--- src/rtl/fpu_writeback.sv ---
// fpu_writeback
// Write-back merge unit between the FPU result stream and the single
// register-file write port.
//  - Integer-pipe writes always win the port.
//  - FPU results are queued in a DEPTH-entry FIFO and leave in arrival order.
//  - A per-float-register scoreboard (busy) tracks results still in flight.
//    It drives stall (no room or WAW) and hazard (RAW) back to decode.
//
// Parameters: DEPTH  FPU result FIFO entries (2..8)
// Config macro: FPU_WB_BYPASS_EN
//   When defined, an FPU result goes straight to the port if the FIFO is
//   empty and no integer write is present (1-cycle latency).
//   When undefined, every FPU result passes through the FIFO (2 cycles minimum).
//
// Ports:
//   clk, rst_n (synchronous, active-low)
//   issue_valid/issue_addr           decode issues an FPU op
//   src_a/src_b, src_a_use/src_b_use float sources of the op in decode
//   fpu_enable/addr/data/float       FPU result stream
//   int_enable/addr/data/float       integer-pipe write
//   wr_enable/addr/data/float        registered register-file write port
//   stall, hazard                    combinational decode controls
//   busy                             per-float-register pending mask
module fpu_writeback #(
    parameter int DEPTH = 4
) (
    input  logic        clk,
    input  logic        rst_n,
    input  logic        issue_valid,
    input  logic [4:0]  issue_addr,
    input  logic [4:0]  src_a,
    input  logic [4:0]  src_b,
    input  logic        src_a_use,
    input  logic        src_b_use,
    input  logic        fpu_enable,
    input  logic [4:0]  fpu_addr,
    input  logic [31:0] fpu_data,
    input  logic        fpu_float,
    input  logic        int_enable,
    input  logic [4:0]  int_addr,
    input  logic [31:0] int_data,
    input  logic        int_float,
    output logic        wr_enable,
    output logic [4:0]  wr_addr,
    output logic [31:0] wr_data,
    output logic        wr_float,
    output logic        stall,
    output logic        hazard,
    output logic [31:0] busy
);
    localparam int PTR_W = (DEPTH > 1) ? $clog2(DEPTH) : 1;
    localparam int CNT_W = $clog2(DEPTH + 1);
    localparam logic [CNT_W-1:0] DEPTH_C  = CNT_W'(DEPTH);
    localparam logic [CNT_W-1:0] ZERO_C   = CNT_W'(0);
    localparam logic [CNT_W-1:0] ONE_C    = CNT_W'(1);
    localparam logic [PTR_W-1:0] LAST_PTR = PTR_W'(DEPTH - 1);
    localparam logic [PTR_W-1:0] PTR_ZERO = PTR_W'(0);
`ifdef FPU_WB_BYPASS_EN
    localparam logic BYPASS_EN = 1'b1;
`else
    localparam logic BYPASS_EN = 1'b0;
`endif

    typedef enum logic [1:0] {SRC_NONE, SRC_INT, SRC_FIFO, SRC_BYP} src_e;

    // FIFO pointers wrap modulo DEPTH, which need not be a power of two
    function automatic logic [PTR_W-1:0] ptr_inc(input logic [PTR_W-1:0] p);
        logic [PTR_W-1:0] r;
        if (p == LAST_PTR) begin
            r = PTR_ZERO;
        end else begin
            r = p + PTR_W'(1);
        end
        return r;
    endfunction

    logic [4:0]       q_addr_r  [DEPTH];
    logic [31:0]      q_data_r  [DEPTH];
    logic             q_float_r [DEPTH];
    logic [PTR_W-1:0] wr_ptr_r, rd_ptr_r;
    logic [CNT_W-1:0] count_r, count_nxt_s;
    logic [3:0]       pending_r, pending_nxt_s;
    logic [31:0]      busy_r, busy_nxt_s;
    logic             wr_enable_r, wr_float_r, wr_fpu_r;
    logic [4:0]       wr_addr_r;
    logic [31:0]      wr_data_r;

    src_e             src_s;
    logic             pop_s, push_s, bypass_s, accept_s, stall_s;
    logic [4:0]       occ_s;
    logic             wr_enable_s, wr_float_s, wr_fpu_s;
    logic [4:0]       wr_addr_s;
    logic [31:0]      wr_data_s;
    logic [31:0]      clr_mask_s, set_mask_s;

    // Decode controls: FIFO slots must cover every result still in flight
    always_comb begin
        occ_s    = 5'(count_r) + 5'(pending_r);
        stall_s  = (occ_s >= 5'(DEPTH)) || busy_r[issue_addr];
        accept_s = issue_valid && !stall_s;
    end

    assign stall  = stall_s;
    assign hazard = (src_a_use && busy_r[src_a]) || (src_b_use && busy_r[src_b]);
    assign busy   = busy_r;

    // Port arbitration: integer, then FIFO head, then FPU bypass
    always_comb begin
        src_s    = SRC_NONE;
        pop_s    = 1'b0;
        bypass_s = 1'b0;
        if (int_enable) begin
            src_s = SRC_INT;
        end else if (count_r != ZERO_C) begin
            src_s = SRC_FIFO;
            pop_s = 1'b1;
        end else if (BYPASS_EN && fpu_enable) begin
            src_s    = SRC_BYP;
            bypass_s = 1'b1;
        end else begin
            src_s = SRC_NONE;
        end
        // a full FIFO without a pop can only be reached by a protocol error
        push_s = fpu_enable && !bypass_s && ((count_r != DEPTH_C) || pop_s);
    end

    // Next value of the registered write port
    always_comb begin
        wr_enable_s = 1'b0;
        wr_fpu_s    = 1'b0;
        wr_addr_s   = wr_addr_r;
        wr_data_s   = wr_data_r;
        wr_float_s  = wr_float_r;
        case (src_s)
            SRC_INT: begin
                wr_enable_s = 1'b1;
                wr_addr_s   = int_addr;
                wr_data_s   = int_data;
                wr_float_s  = int_float;
            end
            SRC_FIFO: begin
                wr_enable_s = 1'b1;
                wr_fpu_s    = 1'b1;
                wr_addr_s   = q_addr_r[rd_ptr_r];
                wr_data_s   = q_data_r[rd_ptr_r];
                wr_float_s  = q_float_r[rd_ptr_r];
            end
            SRC_BYP: begin
                wr_enable_s = 1'b1;
                wr_fpu_s    = 1'b1;
                wr_addr_s   = fpu_addr;
                wr_data_s   = fpu_data;
                wr_float_s  = fpu_float;
            end
            default: begin
                wr_enable_s = 1'b0;
            end
        endcase
    end

    // FIFO occupancy, in-flight count and scoreboard next state
    always_comb begin
        case ({push_s, pop_s})
            2'b10:   count_nxt_s = count_r + ONE_C;
            2'b01:   count_nxt_s = count_r - ONE_C;
            default: count_nxt_s = count_r;
        endcase
        pending_nxt_s = pending_r;
        if (accept_s) begin
            pending_nxt_s = pending_nxt_s + 4'd1;
        end else begin
            pending_nxt_s = pending_nxt_s;
        end
        // an unexpected result leaves pending at zero
        if (fpu_enable && (pending_r != 4'd0)) begin
            pending_nxt_s = pending_nxt_s - 4'd1;
        end else begin
            pending_nxt_s = pending_nxt_s;
        end
        // busy clears the cycle after the FPU write shows on the port
        clr_mask_s = (wr_enable_r && wr_fpu_r) ? (32'd1 << wr_addr_r) : 32'd0;
        set_mask_s = accept_s ? (32'd1 << issue_addr) : 32'd0;
        busy_nxt_s = (busy_r & ~clr_mask_s) | set_mask_s;
    end

    // State registers with synchronous active-low reset
    always_ff @(posedge clk) begin
        if (!rst_n) begin
            wr_ptr_r    <= PTR_ZERO;
            rd_ptr_r    <= PTR_ZERO;
            count_r     <= ZERO_C;
            pending_r   <= 4'd0;
            busy_r      <= 32'd0;
            wr_enable_r <= 1'b0;
            wr_fpu_r    <= 1'b0;
            wr_addr_r   <= 5'd0;
            wr_data_r   <= 32'd0;
            wr_float_r  <= 1'b0;
            for (int i = 0; i < DEPTH; i++) begin
                q_addr_r[i]  <= 5'd0;
                q_data_r[i]  <= 32'd0;
                q_float_r[i] <= 1'b0;
            end
        end else begin
            count_r     <= count_nxt_s;
            pending_r   <= pending_nxt_s;
            busy_r      <= busy_nxt_s;
            wr_enable_r <= wr_enable_s;
            wr_fpu_r    <= wr_fpu_s;
            wr_addr_r   <= wr_addr_s;
            wr_data_r   <= wr_data_s;
            wr_float_r  <= wr_float_s;
            if (push_s) begin
                q_addr_r[wr_ptr_r]  <= fpu_addr;
                q_data_r[wr_ptr_r]  <= fpu_data;
                q_float_r[wr_ptr_r] <= fpu_float;
                wr_ptr_r            <= ptr_inc(wr_ptr_r);
            end else begin
                wr_ptr_r <= wr_ptr_r;
            end
            if (pop_s) begin
                rd_ptr_r <= ptr_inc(rd_ptr_r);
            end else begin
                rd_ptr_r <= rd_ptr_r;
            end
        end
    end

    assign wr_enable = wr_enable_r;
    assign wr_addr   = wr_addr_r;
    assign wr_data   = wr_data_r;
    assign wr_float  = wr_float_r;

endmodule

--- config.mk ---
export PLATFORM = sky130hd
export DESIGN_NAME = fpu_writeback
export DESIGN_NICKNAME = d
export VERILOG_FILES = /design/src/rtl/fpu_writeback.sv
export SDC_FILE = /design/constraint.sdc
export NUM_CORES = 1
export LEC_CHECK = 0
export CORE_MARGIN = 2
export CORE_UTILIZATION = 30
export CTS_BUF_LIST = sky130_fd_sc_hd__clkbuf_4 sky130_fd_sc_hd__clkbuf_8
export CTS_CLUSTER_SIZE = 25
export DETAILED_ROUTE_END_ITERATION = 10
export MAX_ROUTING_LAYER = met4
export PLACE_DENSITY_LB_ADDON = 0.08
export SYNTH_ARGS = -nofsm -noshare
export SYNTH_HDL_FRONTEND = slang
export SYNTH_SLANG_ARGS = --single-unit
--- constraint.sdc ---
create_clock -name clk -period 3.1 [get_ports clk]
set_input_delay 0.31 -clock clk [delete_from_list [all_inputs] [get_ports clk]]
set_output_delay 0.31 -clock clk [all_outputs]
set_load 0.01 [all_outputs]
==> results.md, run 1 <==
- Most frequent cells in the layout: clkdlybuf4s50_1 (167), edfxtp_1 (149), and2_1 (115)
- Fin Hold WS: 0.167 ns
- Final hold vios: 0
- Req. time, crit path: 3.50 ns
- Io pins: 171
- Setup TNS Final: 0 ns
- Worst EP arrival: between 3 and 4 ns
- Worst IR drop on VDD: 0.000456 V
- Total congestion overflow: 0
- Max Clk Rate: 0.331 GHz
- Most frequent CP cell: nor3_1
- First-pass GRT wire length: 50.3 mm
- Post-Synth Adder-Cell Area: 1.24%
- Slowest CP cell: or4b_4
- Remaining routing DRC violations: 0
- Inserted Clock Buffers: between 40 and 50
- Cells along the critical path: ha_4 -> inv_2 -> fa_2 -> nor2_1 -> a31oi_1 -> or4b_4 -> a2111o_1 -> mux2i_2 -> ha_2 -> nand2_1 -> xor2_1 -> nor3_1 -> nor3_1
- Synth Cell Area: 11300 µm²
- CP top delay family: simple AND/OR/NAND/NOR gates
- Cell accounting for the most synthesized area: edfxtp_1
- Most common cell after layout, fill and taps aside: clkdlybuf4s50_1
- FF+latch count, synth: 237
- Root buf cell: clkbuf_8
- Dpl cell area: 13800 µm²
- Die area: 39200 µm²
- Number of port buffers: 170
- Max-cap violations: 0
- Chip Height: 198 µm
- Synth top area share: between 30% and 40%
- Starting density of the core: 30.2%
- Final setup violation count: 0
- Pwr/cell area: ~660 nW/µm²
- Slew Limit Fails: 0
- Nets: 1236
- Pleak: 5.53 nW
- Core area: about 37000 µm²
- Syn-to-layout area delta: 30.2%
- Synth warn: 0
- EDFF count, synth: 149
- Routed len/inst: 19.8 µm
- Share of layout cells above drive strength 1: 18.2%
- RSZ-0062 raised after global routing: yes
- XOR/XNOR share of the synthesized area: less than 1%
- Final Cycle Share: 97.5%
- Final WL: 33.3 mm
- Drt first pass iters: 6
- CP Buf/Inv Count: 1
- Reg clk slew, reported paths: 0.06 ns
- Worst clock skew: 0.0169 ns
- Vias per cell: 4.75
- Die X: 198 µm
- Top cells by area, synth: edfxtp_1 (40%), dfxtp_1 (16%), mux4_2 (12%)
- Synth unique cells: 49
- Via count: 7974
- Critical path type: flop to flop
- Minimum clock period: roughly 3.0 ns
- Sequential element share of the synthesized area: 55.2%
- Largest family of logic cells by synthesized area: multiplexers
- Synth Area in Simple Gates: 16.6%
- Vias in the first global route: a little over 8000
- H-Tree Depth: 2
- Fraction of synthesized area in multiplexers: 17.1%
- RD Place Congestion: approximately 0.84
- Number of routed nets with antenna violations: 0
- Syn avg cell area: between 10 and 15 µm²
- HP Class: input pin to flop
- Largest net degree at the start of global routing: 84
- Syn Inst Count: 931
- Status: completed
- Actual slew at the worst max-slew pin: 0.979 ns
- Largest fanout on the critical path: 3
- Clk buf depth: 3
- Net Count, Synth: roughly 1000
- Overall Global Routing Usage: 17.6%
- Hold Buf Count CTS: 0
- Detailed placement HPWL: 21.3 mm
- DRT iter0 DRCs: 490
- Post-route cell area: 14700 µm²
- Async SR Flop Fraction: 0%
- Crit path largest cell delay: 0.53 ns
- Compound-Gate Fraction of Synth Area: approximately 6.4%
- Row cnt: 71
- CTS tree: done
- Prevailing post-synth register cell: edfxtp_1
- Clock Sinks: 237
- Rel. slew slack: 34.7%
- CP Capture Type: flop
- Initial antenna violation count: 2
- Worst skew pair latency: 0.57 ns
- Worst setup SP type: flop
-- report_power, final --
part / total, W / leakage (nW) / internal, W / switching, W
Combinational: 0.00285 / 2.79 / 0.00141 / 0.00144
Clock: 0.00303 / 0.470 / 0.00168 / 0.00136
Sequential: 0.00387 / 2.27 / 0.00368 / 0.000198
Total: 0.00976 / 5.53 / 0.00677 / 0.00299
-- through the flow --
stage,instances,util [%],power [W],worst slack [ns]
global placement,1592,36.8,0.00679,-0.126
finish,1677,39.3,0.00976,0.0774
global route,1677,39.3,0.0103,-0.0328
CTS,1674,39.2,0.00990,-0.0106
floorplan,931,-,0.00570,0.0457
detailed placement,1592,36.8,0.00680,-0.123
-- registers in the layout (all words and copies together), names as in the netlist, 2 cells and up, named ones only --
register,flops
q_float_r,4
busy,32
count_r,3
rd_ptr_r,2
wr_data,32
q_data_r,128
pending_r,4
wr_addr,5
q_addr_r,20
wr_ptr_r,2
-- metal layers --
metal	GRT usage (%)	share of wire, %	vias to the layer above
li1	-	-	3810
met1	22.4	45	3886
met2	28.4	47	223
met3	3.85	6.1	55
met4	5.01	2.2	0
met5	-	0	-
-- synthesized netlist by cell type (all sizes together) (3+ instances only) --
cell type  number
a21oi          71
a22o            5
and2          115
and3           39
buf            21
clkbuf         43
dfxtp          88
edfxtp        149
ha              8
inv             9
mux2i          56
mux4           60
nand2          52
nand2b         10
nand3           5
nand4           3
nor2           97
nor2b          10
nor3            8
o21a            6
o21ai          35
or2             4
or3             3
xnor2           3
-- final cells by class --
type | count | area [µm²]
clock buffers | 69 | 812
clock inverters | 13 | 73.8
flip-flops and latches | 237 | 6240
inverters | 9 | 33.8
multi-input cells | 621 | 4800
fillers | 3629 | 22700
repair buffers | 215 | 2090
well taps | 511 | 639
diodes | 2 | 5.00
-- what timing repair did --
| item | in CTS | in global routing |
|---|---|---|
| endpoints found under the setup margin | 2 | 4 |
| buffers inserted | 0 | 1 |
| pin swaps | 0 | 7 |
| resized for setup | 3 | 10 |
| cloned | 0 | 0 |
| endpoints found under the hold margin | 0 | 0 |
-- cell families after synthesis --
logic type,after synthesis
simple gates,358
compound gates,129
flops,237
xor+xnor,6
mux,118
buf+inv,73
fa+ha+maj,10
-- worst paths after layout --
| kind | to | cells past startpoint | slack (ns) | start |
|---|---|---|---|---|
| hold / removal | q_data_r[3][31] | 2 | 0.17 | rst_n |
| hold reg to reg | q_float_r[0] | 2 | 0.46 | q_float_r[0] |
| setup / recovery | pending_r[2] | 13 | 0.08 | count_r[0] |
| setup reg to reg | pending_r[2] | 13 | 0.08 | count_r[0] |
Power figures use the tool's default switching activity.
==> inputs of run 2 (changes only) <==
--- a/config.mk
+++ b/config.mk
@@ -6,7 +6,7 @@
 export NUM_CORES = 1
 export LEC_CHECK = 0
 export CORE_MARGIN = 2
-export CORE_UTILIZATION = 30
+export CORE_UTILIZATION = 51
 export CTS_BUF_LIST = sky130_fd_sc_hd__clkbuf_4 sky130_fd_sc_hd__clkbuf_8
 export CTS_CLUSTER_SIZE = 25
 export DETAILED_ROUTE_END_ITERATION = 10
==> results.md, run 2 (synthesis results as in run 1) <==
- Status: completed
- Clock Sinks: between 200 and 250
- Final WL: about 28 mm
- Clk network pwr share: just over 30%
- Rel. slew slack: a little over a third
- Setup WS pre-CTS: -0.128 ns
- Layout Cells excl Fill: 1425
- Largest net degree at the start of global routing: between 80 and 90
- Vias in the first global route: 8086
- Share of layout cells above drive strength 1: 17.4%
- Hold path depth: 2
- RD Place Congestion: 0.878
- Routed len/inst: 19.7 µm
- Pleak: about 5.5 nW
- Most frequent cells in the layout: clkdlybuf4s50_1 (167), edfxtp_1 (149), and2_1 (115)
- Final Cycle Share: a little over nine tenths
- Clk buf depth: 3
- H-Tree Depth: 2
- Worst IR drop on VDD: 0.000390 V
- Number of port buffers: 170
- Final setup violation count: 0
- Req. time, crit path: 3.48 ns
- CP Capture Type: flop
- HP Class: input pin to flop
- Post-route cell area: 14400 µm²
- Most flops, register: q_data_r
- Worst skew pair latency: 0.53 ns
- Die area: 23400 µm²
- Worst EP arrival: 3.43 ns
- DRT iter0 DRCs: between 600 and 700
- Total congestion overflow: 0
- Final worst-path setup slack: 0.0500 ns
- CP top delay family: simple AND/OR/NAND/NOR gates
- Combinational Power Share: 28.1%
- Crit path largest cell delay: about 0.52 ns
- Placed cell count: 1354
- Overall Global Routing Usage: 25.0%
- Row cnt: 54
- Inserted Clock Buffers: 39
- Actual slew at the worst max-slew pin: 0.975 ns
- Sequential Power Share: around two fifths
- Pwr/cell area: 665 nW/µm²
- Io pins: approximately 170
- First-pass GRT wire length: between 40 and 50 mm
- Detailed placement HPWL: 17.9 mm
- Max reg flops: 128
- Drt first pass iters: 5
- RSZ-0062 raised after global routing: yes
- Reg clk slew, reported paths: 0.06 ns
- Postcts setup bufs: 0
- Dpl cell area: 13500 µm²
- Initial antenna violation count: 1
- Minimum clock period: 3.05 ns
- Starting density of the core: 51.9%
- Cells along the critical path: ha_4 -> inv_2 -> fa_2 -> nor2_1 -> a31oi_1 -> or4b_4 -> a2111o_1 -> mux2i_2 -> ha_2 -> nand2_2 -> xor2_2 -> o21a_1 -> nor3_2
- Worst Reg-to-Reg Cells: 13
- Critical path type: flop to flop
- Setup TNS Final: 0 ns
- Via count: around 8000
- Largest fanout on the critical path: 4
- Levels on crit path: 13
- CP Buf/Inv Count: 1
- Worst setup SP type: flop
- Nets: ~1200
- Root buf cell: clkbuf_8
- Hold Buf Count CTS: 0
- Number of routed nets with antenna violations: 0
- Remaining routing DRC violations: 0
- Final hold vios: 0
- Syn-to-layout area delta: 27.3%
- Most common cell after layout, fill and taps aside: clkdlybuf4s50_1
- Max-cap violations: 0
- CTS tree: done
- Switching Power: 0.00277 W
- Vias per cell: 5.62
- Slew Limit Fails: 0
- Sw frac: 28.9%
- Max Clk Rate: 0.328 GHz
- Worst clock skew: 0.0203 ns
- Chip Height: 153 µm
- Cell Int Power: just under 0.007 W
- Die X: 153 µm
- Core area: 21800 µm²
- Slowest CP cell: or4b_4
- Pwr Total: 0.00956 W
-- run 2: cell types whose count changed in the layout (fill, tap and decap cells not counted), moves of 3 or more --
| cell | delta |
|---|---|
| buf_4 | -11 |
| clkbuf_4 | -12 |
| clkbuf_8 | +6 |
| clkinv_1 | -4 |
| dfxtp_1 | +3 |
| dfxtp_2 | -4 |
| inv_6 | -3 |
-- run 2: final cells by class --
class                           instances  area (µm²)
Timing Repair Buffer                  207        2060
Antenna cell                            1        2.50
Clock buffer                           63         805
Multi-Input combinational cell        621        4830
Clock inverter                          7        60.1
Sequential cell                       237        6240
Inverter                                9        33.8
Fill cell                            1687        7380
Tap cell                              280         350
-- run 2: stage by stage --
stage,hold slack (ns),util (%)
after CTS,0.344,65.9
after floorplan,0.419,-
final,0.378,66.1
after global placement,0.445,61.9
after global routing,0.356,66.1
after detailed placement,0.457,61.9
-- run 2: final timing paths --
check / end / slack, ns / from
min: q_data_r[3][30] / 0.38 / rst_n
max reg2reg: pending_r[2] / 0.05 / pending_r[0]
max: pending_r[2] / 0.05 / pending_r[0]
min reg2reg: q_float_r[2] / 0.46 / q_float_r[2]
-- run 2: layer usage --
metal | vias up | wire, µm | global-route usage [%]
li1 | 3777 | - | -
met2 | 274 | 13600 | 40.5
met5 | - | 0 | -
met3 | 43 | 1820 | 4.51
met4 | 0 | 538 | 6.79
met1 | 3917 | 12100 | 32.8
-- run 2: timing repair --
action	in CTS	in global routing
hold endpoints to repair	0	0
resized for setup	1	13
pin swaps	0	9
endpoints found under the setup margin	2	1
-- run 2: power by group through the flow --
stage / Clock [W] / Sequential [W] / Combinational (W)
2_1_floorplan: 0 / 0.00391 / 0.00179
3_3_place_gp: 0 / 0.00399 / 0.00262
3_5_place_dp: 0 / 0.00400 / 0.00266
4_1_cts: 0.00300 / 0.00394 / 0.00267
5_1_grt: 0.00312 / 0.00398 / 0.00293
6_report: 0.00294 / 0.00394 / 0.00268
